--- config.mk ---
export PLATFORM = sky130hd
export DESIGN_NAME = cache_ctrl
export DESIGN_NICKNAME = d
export VERILOG_FILES = /design/src/rtl/cache_ctrl.sv
export SDC_FILE = /design/constraint.sdc
export NUM_CORES = 1
export LEC_CHECK = 0
export CORE_UTILIZATION = 40
export DETAILED_ROUTE_END_ITERATION = 10
export PLACE_DENSITY = 0.79
export REMOVE_ABC_BUFFERS = 1
export SLEW_MARGIN = 10
export SYNTH_ARGS = -nofsm -noshare
export SYNTH_HDL_FRONTEND = slang
export SYNTH_SLANG_ARGS = --single-unit
--- constraint.sdc ---
create_clock -name clk -period 5.9 [get_ports clk]
set_clock_uncertainty 0.2 [all_clocks]
set_input_delay 1.18 -clock clk [delete_from_list [all_inputs] [get_ports clk]]
set_output_delay 1.18 -clock clk [all_outputs]
set_load 0.01 [all_outputs]
--- src/rtl/cache_ctrl.sv ---
// Direct-mapped, write-through, no-write-allocate cache controller over a 16-line tag/data array.
// Define CACHE_STATS_EN to build the saturating hit/miss counters; otherwise they read as zero.
module cache_ctrl (
    input  logic        clk,
    input  logic        reset_n,
    input  logic        cpu_req,
    input  logic        cpu_we,
    input  logic [7:0]  cpu_addr,
    input  logic [7:0]  cpu_wdata,
    output logic        cpu_ready,
    output logic [7:0]  cpu_rdata,
    output logic        mem_req,
    output logic        mem_we,
    output logic [7:0]  mem_addr,
    output logic [7:0]  mem_wdata,
    input  logic        mem_ack,
    input  logic [7:0]  mem_rdata,
    output logic        sram_we,
    output logic [15:0] sram_wl,
    output logic [3:0]  sram_tag_in,
    output logic [7:0]  sram_data_in,
    input  logic [3:0]  sram_tag_out,
    input  logic [7:0]  sram_data_out,
    output logic [7:0]  hit_cnt,
    output logic [7:0]  miss_cnt
);

    typedef enum logic [2:0] {
        StIdle,
        StLookup,
        StFetch,
        StWmem,
        StFill,
        StDone
    } state_e;

    state_e      state_q, state_d;
    logic        we_q;
    logic [7:0]  addr_q;
    logic [7:0]  wdata_q;
    logic        hit_q;
    logic [7:0]  fill_q;
    logic [7:0]  rdata_q;
    logic [15:0] valid_q;

    logic [3:0]  idx;
    logic [3:0]  tag;
    logic        lookup_hit;

    assign idx        = addr_q[3:0];
    assign tag        = addr_q[7:4];
    assign lookup_hit = valid_q[idx] && (sram_tag_out == tag);

    // State register
    always_ff @(posedge clk or negedge reset_n) begin
        if (!reset_n) begin
            state_q <= StIdle;
        end else begin
            state_q <= state_d;
        end
    end

    // Next-state logic
    always_comb begin
        state_d = state_q;
        unique case (state_q)
            StIdle:   if (cpu_req) state_d = StLookup;
            StLookup: begin
                if (we_q)            state_d = StWmem;
                else if (lookup_hit) state_d = StDone;
                else                 state_d = StFetch;
            end
            StFetch:  if (mem_ack) state_d = StFill;
            StWmem:   if (mem_ack) state_d = hit_q ? StFill : StDone;
            StFill:   state_d = StDone;
            StDone:   state_d = StIdle;
            default:  state_d = StIdle;
        endcase
    end

    // Transaction latches, fill data and valid vector
    always_ff @(posedge clk or negedge reset_n) begin
        if (!reset_n) begin
            we_q    <= 1'b0;
            addr_q  <= 8'h00;
            wdata_q <= 8'h00;
            hit_q   <= 1'b0;
            fill_q  <= 8'h00;
            rdata_q <= 8'h00;
            valid_q <= 16'h0000;
        end else begin
            case (state_q)
                StIdle: begin
                    if (cpu_req) begin
                        we_q    <= cpu_we;
                        addr_q  <= cpu_addr;
                        wdata_q <= cpu_wdata;
                    end
                end
                StLookup: begin
                    hit_q <= lookup_hit;
                    if (!we_q && lookup_hit) rdata_q <= sram_data_out;
                end
                StFetch: begin
                    if (mem_ack) begin
                        rdata_q <= mem_rdata;
                        fill_q  <= mem_rdata;
                    end
                end
                StWmem: begin
                    // Write hit keeps the line coherent with memory.
                    if (mem_ack && hit_q) fill_q <= wdata_q;
                end
                StFill: valid_q[idx] <= 1'b1;
                default: ;
            endcase
        end
    end

    // Moore output decode
    always_comb begin
        cpu_ready    = 1'b0;
        mem_req      = 1'b0;
        mem_we       = 1'b0;
        mem_addr     = 8'h00;
        mem_wdata    = 8'h00;
        sram_we      = 1'b0;
        sram_wl      = 16'h0000;
        sram_tag_in  = 4'h0;
        sram_data_in = 8'h00;
        unique case (state_q)
            StLookup: sram_wl = 16'h0001 << idx;
            StFetch: begin
                mem_req  = 1'b1;
                mem_addr = addr_q;
            end
            StWmem: begin
                mem_req   = 1'b1;
                mem_we    = 1'b1;
                mem_addr  = addr_q;
                mem_wdata = wdata_q;
            end
            StFill: begin
                sram_we      = 1'b1;
                sram_wl      = 16'h0001 << idx;
                sram_tag_in  = tag;
                sram_data_in = fill_q;
            end
            StDone:  cpu_ready = 1'b1;
            default: ;
        endcase
    end

    assign cpu_rdata = rdata_q;

`ifdef CACHE_STATS_EN
    logic [7:0] hit_cnt_q;
    logic [7:0] miss_cnt_q;

    always_ff @(posedge clk or negedge reset_n) begin
        if (!reset_n) begin
            hit_cnt_q  <= 8'h00;
            miss_cnt_q <= 8'h00;
        end else if (state_q == StLookup) begin
            if (lookup_hit && hit_cnt_q != 8'hFF)   hit_cnt_q  <= hit_cnt_q + 8'h01;
            if (!lookup_hit && miss_cnt_q != 8'hFF) miss_cnt_q <= miss_cnt_q + 8'h01;
        end
    end

    assign hit_cnt  = hit_cnt_q;
    assign miss_cnt = miss_cnt_q;
`else
    assign hit_cnt  = 8'h00;
    assign miss_cnt = 8'h00;
`endif

endmodule

# ---- After elaboration in Yosys (flattened, before gate mapping)
# Index checks and enable logic that the tools add are counted.
dict set report word_totals {
  inputBits 41
  register_bits 53
}
dict set report op_classes {
  n_eq_ne 11
  n_reduce_logical 14
  mux 25
  n_shift 1
  bitwise 1
  order_cmp 2
}
# cell n
set ops {}
lappend ops {{2-to-1 mux 8 bit} 6}
lappend ops {{case mux 8 bit (2 select lines)} 2}
lappend ops {{2-to-1 mux 16 bit} 1}
lappend ops {{bitwise OR 16 bit} 1}
lappend ops {{<< shifter 1 x 4 -> 16 bit (first input constant)} 1}
lappend ops {{2-to-1 mux 3 bit} 5}
lappend ops {{case mux 3 bit (5 select lines)} 1}
lappend ops {{!= test 2 bit (second input constant)} 5}
lappend ops {{AND reduction 3 bit} 3}
lappend ops {{2-to-1 mux 1 bit} 7}
lappend ops {{== test 3 x 2 -> 1 bit (second input constant)} 2}
lappend ops {{== test 3 bit (second input constant)} 2}
lappend ops {{less-than comparator 4 x 5 -> 1 bit (second input constant)} 1}
lappend ops {{binary-select mux 1 bit (select 4 bit)} 1}
lappend ops {{demux 1 bit (select 4 bit)} 1}
lappend ops {{== test 4 bit} 1}
lappend ops {{>= comparator 4 x 1 -> 1 bit (second input constant)} 1}
lappend ops {{logical AND 1 bit} 4}
lappend ops {{2-to-1 mux 4 bit} 1}
lappend ops {{nonzero test 2 bit} 2}
lappend ops {{OR reduction 2 bit} 2}
lappend ops {{== test 3 x 1 -> 1 bit (second input constant)} 1}
lappend ops {{zero test 3 bit} 1}
lappend ops {{AND reduction 2 bit} 1}
lappend ops {{zero test 1 bit} 1}

# ---- Logic depth before layout (Yosys ltp)
dict set report depth {
  word_depth 6
  depth_mapped 8
}

# ---- Worst setup path after synthesis
# Ideal clock, no wire load.
dict set report synth_timing {
  kind {register to output}
  startpoint {register state_q[2]}
  endpoint {output sram_wl[11]}
  path_buffers 1
  stages_incl_launch_ff 7
  setup_slack_ns 3.053
  required_time_ns 4.520
  t_arrival_ns 1.467
  path_cell_list {dfrtp_1 > inv_1 > buf_2 > nor3_2 > nand2b_1 > nand3_1 > nor2_1}
}
dict set report synth_between {
  elab_chain_len 3
}
# item line_no
set synth_rtl {}
lappend synth_rtl {{start, declared} 37} ;# state_e state_q, state_d;
lappend synth_rtl {{start signal, assigned} 57} ;# state_q <= StIdle;
lappend synth_rtl {{start signal, assigned} 59} ;# state_q <= state_d;
lappend synth_rtl {{== test 3 x 1 -> 1 bit or == test 3 bit (tied branches)} 131} ;# unique case (state_q)
lappend synth_rtl {{OR reduction 2 bit (no line) *} -}
lappend synth_rtl {{2-to-1 mux 16 bit *} -}
lappend synth_rtl {{end, declared} 19} ;# output logic [15:0] sram_wl,
# Mark *: on every way between the ends. The rest lies on a longest branch, timed or not.

# ---- Final worst setup path
dict set report layout_timing {
  startpoint {register state_q[2]}
  endpoint {output mem_we}
}
dict set report layout_between {
  elab_chain_len 2
}
# item line_no
set layout_rtl {}
lappend layout_rtl {{== test 3 x 2 -> 1 bit} 131}
lappend layout_rtl {{2-to-1 mux 1 bit} 131}
lappend layout_rtl {{end, declared} 13} ;# output logic mem_we,
# No other way between the ends.

==> flow_summary.json <==
{
  "p_comb_share_pct": 47.2,
  "first_pass_iters": 4,
  "cts.clk_slew.worst_paths_ps": 90,
  "period_share_pct": 64.3,
  "crit_path_end_kind": "output port",
  "report.final.setup_viol": 0,
  "synthesis.yosys.warnings": 0,
  "finish.net_count": 407,
  "clock_period_minus_worst_slack_ps": 3790,
  "sw_share_pct": 37.8,
  "rsz0062_at_grt": "false",
  "antenna_found_initial": 0,
  "yosysTopAreaCell": "sky130_fd_sc_hd__dfrtp_1",
  "drv_cap": 0,
  "drc": 0,
  "postRouteAntennaNets": 0,
  "fp.dieW_um": 86.1,
  "run_status": "complete, no violations",
  "slew_viol_final": 0,
  "holdCritPathClass": "register to register",
  "post-cts-setup-buffers": 0,
  "ys_ff_latch": 53,
  "pwr-share-clk_pct": 11.7,
  "fp-row-count": 30,
  "drt_iter0_drc": 90,
  "clock-sinks": 53,
  "multiInputGateArea_mm2": 0.00134,
  "place.gp.congestion": 0.783,
  "drt-vias-per-instance": 4.87,
  "final_util_pct": 56.9,
  "r2r_start": "state_q[2]$_DFFE_PN0P_",
  "synth_edf_count": 0,
  "internal_power_mw": 1.05,
  "syn-instance-count": 276,
  "slew_headroom_pct": 26.5,
  "count_of_filler_cells_inserted_in_the_layout": 636,
  "ys_top_cells_by_area": "sky130_fd_sc_hd__dfrtp_1 (47%), sky130_fd_sc_hd__mux2_2 (12%), sky130_fd_sc_hd__buf_4 (4.2%)",
  "grtUsageTotal_pct": 18.7,
  "report.final.hold_viol_count": 0,
  "worstPathArrival_ps": 2410,
  "synth_flop_cell": "sky130_fd_sc_hd__dfrtp_1",
  "netlist.area_leader.share_pct": 46.9,
  "cts_root_buf": "sky130_fd_sc_hd__clkbuf_8",
  "cell_with_the_most_instances_after_synthesis": "sky130_fd_sc_hd__dfrtp_1",
  "synth.cells.most_frequent": "sky130_fd_sc_hd__dfrtp_1 (53), sky130_fd_sc_hd__mux2_2 (31), sky130_fd_sc_hd__nand2_1 (23)",
  "crit_path_start_kind": "register",
  "number_of_buffers_created_by_cts": 5,
  "ys_async_sr_fraction_pct": 100,
  "h-tree-depth": 2,
  "pwr-share-seq_pct": 41.1,
  "syn_to_final_growth_pct": 36.6,
  "timing.rr.end": "cpu_rdata[0]$_DFFE_PN0P_",
  "cts_tree": "built",
  "critical_path.endpoint": "mem_we",
  "grt_first_pass_wirelength_mm": 10.8,
  "peakVddDrop_mv": 0.239,
  "cts_hold_buffers": 0,
  "chipHeight_um": 86.1,
  "avgRoutedWirePerCell_um": 14.8,
  "tightestPinTransition_ps": 1100,
  "fin_setup_tns_ps": 0,
  "ctsLongestPathBuffers": 2,
  "dp_hpwl_mm": 5.19,
  "ys_seq_area_share_pct": 46.9,
  "cp.required_ps": 4520,
  "drive_gt1_share_pct": 12.8,
  "wirelength_mm": 6.86,
  "syn-cell-area_mm2": 0.00283,
  "worstSetupStartpoint": "state_q[2]$_DFFE_PN0P_",
  "largest_net_degree_at_the_start_of_global_routing": 54,
  "power_density_mw_per_mm2": 435,
  "switching_component_of_the_power_uw": 636,
  "worstRegToRegCells": 5,
  "average_footprint_of_a_synthesized_cell_um2": 10.2,
  "dieArea_mm2": 0.00741,
  "path_class": "register to output port",
  "clk_latency_ps": 310,
  "diodes": 0,
  "rrSetupSlack_ps": 3420,
  "synth.lib_cells_used.distinct": 35,
  "cts-resized-gates": 0,
  "coreArea_mm2": 0.00679,
  "grt_pass1_vias": 2235,
  "floorplan.initialDensity_pct": 41.6,
  "dr_total_vias": 2253,
  "max_freq_mhz": 264,
  "leakagePower_nw": 1.68,
  "io-pin-count": 113,
  "io_buffer_count": 96,
  "seq_area_mm2": 0.00133,
  "remaining_overflow_grt": 0,
  "path_max_fanout": 12
}
## logic make-up after synthesis
logic type / after synthesis / synth area share (%)
simple gates: 97 / 18.0
other cells: 1 / 0.133
xor+xnor: 4 / 1.24
mux: 40 / 15.7
compound gates: 45 / 10.4
flops: 53 / 46.9
buf+inv: 36 / 7.65
## cell type report
class,count,area share (%)
timing repair buffer,98,25.1
tap,96,3.11
clock buffer,6,1.88
multi-input combinational,202,34.7
sequential,53,34.3
inverter,6,0.583
clock inverter,2,0.259
## cell usage in the layout (no fill, tap or decap), types with 6 or more instances in the layout
cell	instances
sky130_fd_sc_hd__clkdlybuf4s50_1	95
sky130_fd_sc_hd__dfrtp_1	53
sky130_fd_sc_hd__mux2_2	31
sky130_fd_sc_hd__nand2_1	23
sky130_fd_sc_hd__nor2_1	22
sky130_fd_sc_hd__and3_1	16
sky130_fd_sc_hd__o21bai_1	16
sky130_fd_sc_hd__conb_1	16
sky130_fd_sc_hd__and2_1	13
sky130_fd_sc_hd__o21ai_0	11
sky130_fd_sc_hd__a21oi_1	10
sky130_fd_sc_hd__mux2i_1	8
sky130_fd_sc_hd__inv_1	6
## how the worst min path moves through the flow
stage,startpoint,to,slack [ps],cells past startpoint
2_1_floorplan,hit_q$_DFFE_PN0P_,hit_q$_DFFE_PN0P_,240,2
3_3_place_gp,fill_q[2]$_DFFE_PN0P_,fill_q[2]$_DFFE_PN0P_,250,2
3_5_place_dp,hit_q$_DFFE_PN0P_,hit_q$_DFFE_PN0P_,260,2
4_1_cts,fill_q[3]$_DFFE_PN0P_,fill_q[3]$_DFFE_PN0P_,280,2
5_1_grt,valid_q[5]$_DFFE_PN0N_,valid_q[5]$_DFFE_PN0N_,300,1
6_report,fill_q[6]$_DFFE_PN0P_,fill_q[6]$_DFFE_PN0P_,280,2
## power by group through the flow
stage / logic (mW) / registers (mW) / clock network (mW)
floorplan: 0.474 / 0.662 / 0
global placement: 0.782 / 0.686 / 0
detailed placement: 0.797 / 0.696 / 0
CTS: 0.800 / 0.690 / 0.203
global route: 0.861 / 0.717 / 0.218
finish: 0.794 / 0.691 / 0.196
## critical path, stage by stage (launching register included)
cell and delay, ps:
sky130_fd_sc_hd__dfrtp_1 450, sky130_fd_sc_hd__inv_1 260, sky130_fd_sc_hd__nand2_1 180, sky130_fd_sc_hd__inv_1 260, sky130_fd_sc_hd__nand2_1 270, sky130_fd_sc_hd__inv_1 140, sky130_fd_sc_hd__clkdlybuf4s50_1 540
## layer usage
| layer | part of all wire, % | global-route usage, % | wire length, um | vias up |
|---|---|---|---|---|
| met5 | 0 | 0 | 0 | - |
| li1 | - | - | - | 1094 |
| met1 | 44 | 24.2 | 3000 | 1091 |
| met4 | 1.6 | 6.52 | 110 | 0 |
| met3 | 3.9 | 3.95 | 266 | 8 |
| met2 | 51 | 31.0 | 3490 | 60 |
## sequential cells by signal, indices dropped and copies added (netlist names)
register   cells
valid_q       16
addr_q         8
cpu_rdata      8
fill_q         8
wdata_q        8
state_q        3
hit_q          1
we_q           1
## metrics by stage
stage                     instance area, um^2  std cells  total power, mW  hold WS (ps)  worst slack (ps)
after floorplan                          2690        261             1.14           238              2800
final                                    3860        463             1.68           279              2110
after global placement                   3780        455             1.47           253              2580
after CTS                                3860        463             1.69           284              2120
after detailed placement                 3780        455             1.49           259              2470
after global routing                     3860        463             1.80           296              1950
No activity file was read; power rests on OpenSTA's default activity.
